$ cat config.mk
export PLATFORM = sky130hd
export DESIGN_NAME = intdiv_req_arbiter
export DESIGN_NICKNAME = d
export VERILOG_FILES = /design/src/rtl/intdiv_req_arbiter.sv
export SDC_FILE = /design/constraint.sdc
export NUM_CORES = 1
export LEC_CHECK = 0
export CORE_AREA = 2 2 365 367
export CTS_CLUSTER_SIZE = 14
export DETAILED_ROUTE_END_ITERATION = 6
export DIE_AREA = 0 0 367 369
export SLEW_MARGIN = 20
export SYNTH_ARGS = -nofsm -noshare
export SYNTH_HDL_FRONTEND = slang
export SYNTH_SLANG_ARGS = --single-unit
$ cat constraint.sdc
create_clock -name clk -period 2 [get_ports clk]
set_input_delay 0.3 -clock clk [delete_from_list [all_inputs] [get_ports clk]]
set_output_delay 0.3 -clock clk [all_outputs]
set_load 0.005 [all_outputs]
$ cat src/rtl/intdiv_req_arbiter.sv
// Round-robin front end sharing one intdiv_r16_plus among N_REQ requesters.
// Ports: clk/rst, flush_i; req_* request side, rsp_* response side,
// div_* divider handshake/data, busy_o/owner_o status.
module intdiv_req_arbiter #(
  parameter int  N_REQ = 4,
  parameter int  D_W   = 64,
  localparam int ID_W  = $clog2(N_REQ)
) (
  input  logic                 clk,
  input  logic                 rst,
  input  logic                 flush_i,
  input  logic [N_REQ-1:0]     req_valid_i,
  output logic [N_REQ-1:0]     req_ready_o,
  input  logic [N_REQ-1:0]     req_signed_i,
  input  logic [N_REQ*D_W-1:0] req_dividend_i,
  input  logic [N_REQ*D_W-1:0] req_divisor_i,
  output logic [N_REQ-1:0]     rsp_valid_o,
  input  logic [N_REQ-1:0]     rsp_ready_i,
  output logic [D_W-1:0]       rsp_quotient_o,
  output logic [D_W-1:0]       rsp_remainder_o,
  output logic                 rsp_divisor_is_zero_o,
  output logic                 div_start_valid_o,
  input  logic                 div_start_ready_i,
  output logic                 div_signed_op_o,
  output logic [D_W-1:0]       div_dividend_o,
  output logic [D_W-1:0]       div_divisor_o,
  output logic                 div_flush_o,
  input  logic                 div_finish_valid_i,
  output logic                 div_finish_ready_o,
  input  logic [D_W-1:0]       div_quotient_i,
  input  logic [D_W-1:0]       div_remainder_i,
  input  logic                 div_divisor_is_zero_i,
  output logic                 busy_o,
  output logic [ID_W-1:0]      owner_o
);

  typedef enum logic [1:0] {
    IDLE,
    ISSUE,
    WAIT,
    RESP
  } state_e;

  state_e          state_q;
  logic [ID_W-1:0] rr_ptr_q;
  logic [ID_W-1:0] owner_q;
  logic            sgn_q;
  logic [D_W-1:0]  a_q;
  logic [D_W-1:0]  b_q;
  logic [D_W-1:0]  q_q;
  logic [D_W-1:0]  r_q;
  logic            z_q;

  logic [ID_W-1:0] grant;
  logic [ID_W-1:0] nxt_ptr;
  logic            grant_vld;
  logic [ID_W:0]   idx;
  logic            accept;

  // Search from rr_ptr upward with wrap; first valid wins.
  always_comb begin
    grant     = '0;
    grant_vld = 1'b0;
    idx       = '0;
    for (int i = 0; i < N_REQ; i++) begin
      idx = {1'b0, rr_ptr_q} + (ID_W+1)'(i);
      if (idx >= (ID_W+1)'(N_REQ)) begin
        idx = idx - (ID_W+1)'(N_REQ);
      end
      if (!grant_vld && req_valid_i[idx[ID_W-1:0]]) begin
        grant_vld = 1'b1;
        grant     = idx[ID_W-1:0];
      end
    end
  end

  assign nxt_ptr = (grant == ID_W'(N_REQ-1)) ? '0 : grant + 1'b1;

  assign accept = (state_q == IDLE) && grant_vld
                && !flush_i && !rst;

  always_ff @(posedge clk) begin
    if (rst) begin
      state_q  <= IDLE;
      rr_ptr_q <= '0;
      owner_q  <= '0;
      sgn_q    <= 1'b0;
      a_q      <= '0;
      b_q      <= '0;
      q_q      <= '0;
      r_q      <= '0;
      z_q      <= 1'b0;
    end else if (flush_i) begin
      state_q <= IDLE;
    end else begin
      unique case (state_q)
        IDLE: begin
          if (grant_vld) begin
            state_q  <= ISSUE;
            owner_q  <= grant;
            rr_ptr_q <= nxt_ptr;
            sgn_q    <= req_signed_i[grant];
            a_q      <= req_dividend_i[int'(grant)*D_W +: D_W];
            b_q      <= req_divisor_i[int'(grant)*D_W +: D_W];
          end
        end
        ISSUE: begin
          if (div_start_ready_i) state_q <= WAIT;
        end
        WAIT: begin
          if (div_finish_valid_i) begin
            state_q <= RESP;
            q_q     <= div_quotient_i;
            r_q     <= div_remainder_i;
            z_q     <= div_divisor_is_zero_i;
          end
        end
        RESP: begin
          if (rsp_ready_i[owner_q]) state_q <= IDLE;
        end
        default: state_q <= IDLE;
      endcase
    end
  end

  // Handshakes are suppressed in a flush cycle so nothing
  // half-completes while the operation is being dropped.
  assign req_ready_o = accept ? (N_REQ'(1) << grant) : '0;
  assign rsp_valid_o = (state_q == RESP && !flush_i)
                     ? (N_REQ'(1) << owner_q) : '0;

  assign div_start_valid_o  = (state_q == ISSUE) && !flush_i;
  assign div_finish_ready_o = (state_q == WAIT) && !flush_i;
  assign div_flush_o        = flush_i;

  assign div_signed_op_o = sgn_q;
  assign div_dividend_o  = a_q;
  assign div_divisor_o   = b_q;

  assign rsp_quotient_o        = q_q;
  assign rsp_remainder_o       = r_q;
  assign rsp_divisor_is_zero_o = z_q;

  assign busy_o  = (state_q != IDLE);
  assign owner_o = owner_q;

endmodule

After elaboration in Yosys (flattened, before gate mapping)

Cells that the tools add are included.

Register bits after elaboration: 264
Output and inout bits: 272
Word-level logic and storage cells: 92

Add/sub/neg operators: 8
Shifts and indexed selects: 4
Bitwise logic cells: 1
Order comparisons: 10
Reductions and logical operators: 20
Muxes and demuxes: 32
Equality and inequality tests: 8

Operators with widths:

| cell                | count |
|---|---|
| $shiftx 256x9->64   | 2 |
| $mux 2              | 13 |
| $lt 2x3->1 const B  | 6 |
| $bmux 1 s2          | 6 |
| $mux 1              | 10 |
| $ge 3x3->1 const B  | 3 |
| $logic_and 1x1->1   | 9 |
| $mux 4              | 2 |
| $ne 2x2->1 const B  | 4 |
| $pmux 2 s4          | 1 |
| $shl 1x2->4 const A | 2 |
| $sub 2x1->2 const B | 4 |
| $add 2x2->3 const B | 2 |
| $eq 2x2->1 const B  | 3 |
| $reduce_and 3->1    | 2 |
| $logic_not 1->1     | 5 |
| $reduce_and 4->1    | 1 |
| $add 2x1->3 const B | 1 |
| $ge 2x3->1 const B  | 1 |
| $add 2x1->2 const B | 1 |
| $eq 2x1->1 const B  | 1 |
| $logic_not 2->1     | 1 |
| $reduce_bool 2->1   | 1 |
| $reduce_or 2->1     | 1 |
| $not 1->1           | 1 |

Depth between registers and ports, before layout

Depth after elaboration: 18
Mapped depth: 10
Mapped depth without buffers: 8

Worst setup path before layout

No wires, ideal clock.

Kind: in2out
From: input port req_valid_i[0]
To: output port req_ready_o[3]
Data required time: 1.700 ns
Path buffers: 2
Data arrival time: 1.778 ns
Stages: 8
Path slack: -0.078 ns
Cell sequence: buf_2 -> nor2b_1 -> nor4_4 -> nor2_4 -> buf_2 -> inv_2 -> ha_1 -> and3_1

Word-level cells in the longest chain between the ends: 16
Elaborated cells on any way between the ends: 27

Ends and longest elaborated chain:

| what                            | line | text |
|---|---|---|
| start: declaration              | 12   | `input logic [N_REQ-1:0] req_valid_i,` |
| $bmux 1 s2                      | 70   | `if (!grant_vld && req_valid_i[idx[ID_W-1:0]]) begin` |
| $mux 1 (not written as such)    | 70   |  |
| $mux 1                          | 70   |  |
| $logic_not 1->1                 | 70   |  |
| $logic_and 1x1->1               | 70   |  |
| $mux 1                          | 70   |  |
| $logic_not 1->1                 | 70   |  |
| $logic_and 1x1->1               | 70   |  |
| $mux 1                          | 70   |  |
| $logic_not 1->1                 | 70   |  |
| $logic_and 1x1->1               | 70   |  |
| $mux 1                          | 70   |  |
| $logic_and 1x1->1               | 79   | `assign accept = (state_q == IDLE) && grant_vld` |
| $logic_and 1x1->1 (2 in series) | 80   | `&& !flush_i && !rst;` |
| $mux 4 *                        | 128  | `assign req_ready_o = accept ? (N_REQ'(1) << grant) : '0;` |
| end: declaration                | 13   | `output logic [N_REQ-1:0] req_ready_o,` |

Every way passes the cells marked *; elsewhere a longest branch is shown, timed or not. The select of a mux whose other input is x is not followed.

Worst setup path in the final report

From: register rr_ptr_q[1]
To: output port req_ready_o[3]

Word-level cells in the longest chain between the ends: 18
Elaborated cells on any way between the ends: 42

Ends and longest elaborated chain:

| what                                                 | line | text |
|---|---|---|
| start: declaration                                   | 45   | `logic [ID_W-1:0] rr_ptr_q;` |
| start signal: assignment                             | 101  | `rr_ptr_q <= nxt_ptr;` |
| branches (longest 17 deep; another with $add 2x1->3) | n/a  |  |
| $mux 4 *                                             | 128  |  |

Mark *: on every way between the ends. The select of a mux whose other input is x is not followed.

==> reports/metrics.cfg <==
[detailed_routing]
dr.pass1.iters = 7
drtIter0Drc = 1289
remaining_drc_errors = 1
vias_per_cell = 4.00
wire_per_inst_um = 25.8
routed_wl_mm = 112
route.vias.total = 17387
antenna_left = 0

[clock_network]
cts_made_buffers = 37
root_buffer = clkbuf_16
clkSlewWorstSetupHoldPaths_ps = 60
cts.sinks = 264
cts_tree = yes
htreeDepth = 2
clock_latency_ps = 600
clk_path_buf_depth = 3

[synth]
synth_cell_types = 44
netlist_instances = 1497
synth.avg_cell_area_um2 = 8.32
ys_seq_area_share_pct = 42.4
synth-seq-cells = 264
synth_top_area_share_pct = 42.4
ys_async_sr_fraction_pct = 0
synthFlopType = dfxtp_1
yosys.area.top_type = dfxtp_1
yosysWarnings = 0
synth_edf_count = 0
syn_area_mm2 = 0.0125
syn_nets = 2161
ys_top_cells_by_area = dfxtp_1 42%, a221oi_1 9.1%, nand2_1 8.1%, mux2i_1 6.3%, a21oi_1 5.4%

[layout]
layout_common_cells = 910 x clkdlybuf4s50_1, 257 x dfxtp_1, 162 x nand2_1
drive_above_1_share_pct = 25.5
final_common_cell = clkdlybuf4s50_1
post-route-util_pct = 22.8
seqCellArea_mm2 = 0.00530
multiInputGateArea_mm2 = 0.00834
fin_nets = 3221
design_area_mm2 = 0.0299
fin_cells = 4349
nFillCells = 14245
syn_to_final_growth_pct = 140

[sta]
tightest_slew_ps = 950
grt_setup_unrepaired = yes
slew_headroom_pct = 36.7
max_freq_ghz = 0.429
fin_crit_ps = 2330
whs_ps = 174
fin_worst_skew_ps = 37.2
layout_worst_path_cycle_share_pct = 117
report.final.setup_viol = 83
fin_ws_ps = -332
slew_violations = 0
hold_viol_final = 0

[hold_path]
hp-start = rst
whs_path_depth = 5
min_to = state_q[0]
hp-class = in2reg

[placed_design]
port_buffers = 929
dp_slack_ps = -703
dp_hpwl_mm = 83.7
placed_area_mm2 = 0.0248
globalplace.congestion = 0.937
placedCellCount = 4161

[grt]
grt_overflow = 0
grt_pass1_wl_mm = 138
grt.total_usage_pct = 14.6
grt_max_degree = 109
grt_pass1_vias = 16282
antenna_found_initial = 82

[critical_path]
rr_worst_depth = 13
cp.arrival_ps = 2030
reg2reg_from = state_q[0]
cpMostUsedCell = buf_6
critical-path-max-stage-delay_ps = 370
cp_max_fo = 6
crit_family = simple AND/OR/NAND/NOR gates
worst_setup_path_end_kind = output port
rr_endpoint = rsp_remainder_o[50]
crit_chain = buf_6 > nor4_4 > nor2_4 > inv_4 > ha_4 > and3_4 > buf_6
r2r_slack_ps = -140
worst-path-buf-inv = 3
worstSetupStartpointType = flop
slowest_stage = dfxtp_4
path_class = reg2out
required_ps = 1700
crit_start = rr_ptr_q[1]

[pwr]
seqPwrFrac_pct = 31.5
p_leak_uw = 0.0107
p_int_uw = 12900
peakVddDrop_mv = 0.501
p_comb_share_pct = 31.5
switchingPower_uw = 5630
clkPwrFrac_pct = 37.0
p_sw_share_pct = 30.3
pwr_density_cell_mw_per_mm2 = 621

[floorplanning]
die_area_mm2 = 0.135
initial_utilization_pct = 9.50
die_h_um = 369
io_pins = 930
core_mm2 = 0.131
die_w_um = 367
row_count = 133

[run_status]
violations = DRC, setup timing
status = finished, violations left

[job]
cap_violations = 0

-- layout make-up --
cell class | count | area share [%]
clock buffers | 50 | 3.43
well taps | 1755 | 7.35
repair buffers | 1170 | 42.7
diodes | 12 | 0.100
flip-flops and latches | 264 | 17.7
multi-input cells | 1074 | 27.9
clock inverters | 14 | 0.590
inverters | 10 | 0.180
-- power groups by stage --
stage | Sequential, uW | Clock, uW | Combinational [uW]
final | 5850 | 6870 | 5850
after global routing | 5890 | 7220 | 6150
after CTS | 5840 | 7070 | 5180
after detailed placement | 5940 | 0 | 4780
after global placement | 5930 | 0 | 4760
after floorplan | 5920 | 0 | 1600
-- stage by stage --
stage	TNS, ps	power [uW]
after floorplan	0	7520
after global placement	-80160	10700
after detailed placement	-86210	10700
after CTS	-1740	18100
after global routing	-16980	19300
final	-3320	18600
-- tightest hold or removal path, cell delays in order --
cell and delay (ps):
buf_8 70, nor2_1 60, buf_4 170, o21ai_0 70, o21ai_0 60
-- state kept, by name, indices dropped and copies added, names as in the netlist --
| signal | cells |
|---|---|
| state_q | 2 |
| owner_o | 2 |
| rsp_divisor_is_zero_o | 1 |
| rsp_remainder_o | 64 |
| div_divisor_o | 64 |
| div_dividend_o | 64 |
| rsp_quotient_o | 64 |
| div_signed_op_o | 1 |
| rr_ptr_q | 2 |
-- kinds of logic (layout without fill, tap and decap cells) --
group,Yosys count,after routing,synth area share (%)
AOI/OAI and AO/OA,507,507,26.8
and+or+nand+nor,477,481,18.0
DFF,264,264,42.4
buffers and inverters,163,1244,5.54
muxes,80,80,6.53
adders and majority gates,6,6,0.603
other,0,12,0
-- synth_stat cells, types with 7 or more instances --
cell	instances
inv_1	8
a211oi_2	7
buf_2	29
a221oi_1	129
dfxtp_1	264
clkbuf_1	111
mux2i_1	79
a21o_1	50
buf_1	7
nand3_1	52
a21oi_1	134
nor2_1	55
a211oi_1	45
o21ai_1	67
o21ai_0	68
nand2_1	269
nor3b_1	79
-- how the worst max path moves through the flow --
stage	endpoint	cells past startpoint
global route	req_ready_o[0]	9
detailed placement	req_ready_o[3]	8
global placement	div_divisor_o[5]	9
floorplan	req_ready_o[3]	8
CTS	req_ready_o[0]	7
finish	req_ready_o[3]	7
-- repair_timing --
item,in CTS,in global routing
pin swaps,12,52
resized for setup,112,497
buffers inserted,24,40
endpoints found under the setup margin,134,256
hold buffers,0,0
cloned,9,47
endpoints found under the hold margin,0,0
-- layer usage --
| metal | GRT usage (%) | part of all wire [%] |
|---|---|---|
| met5 | 0 | 0.38 |
| met4 | 4.31 | 3.2 |
| met3 | 5.97 | 11 |
| met2 | 23.3 | 45 |
| met1 | 17.9 | 41 |
No activity file was read; power rests on OpenSTA's default activity.
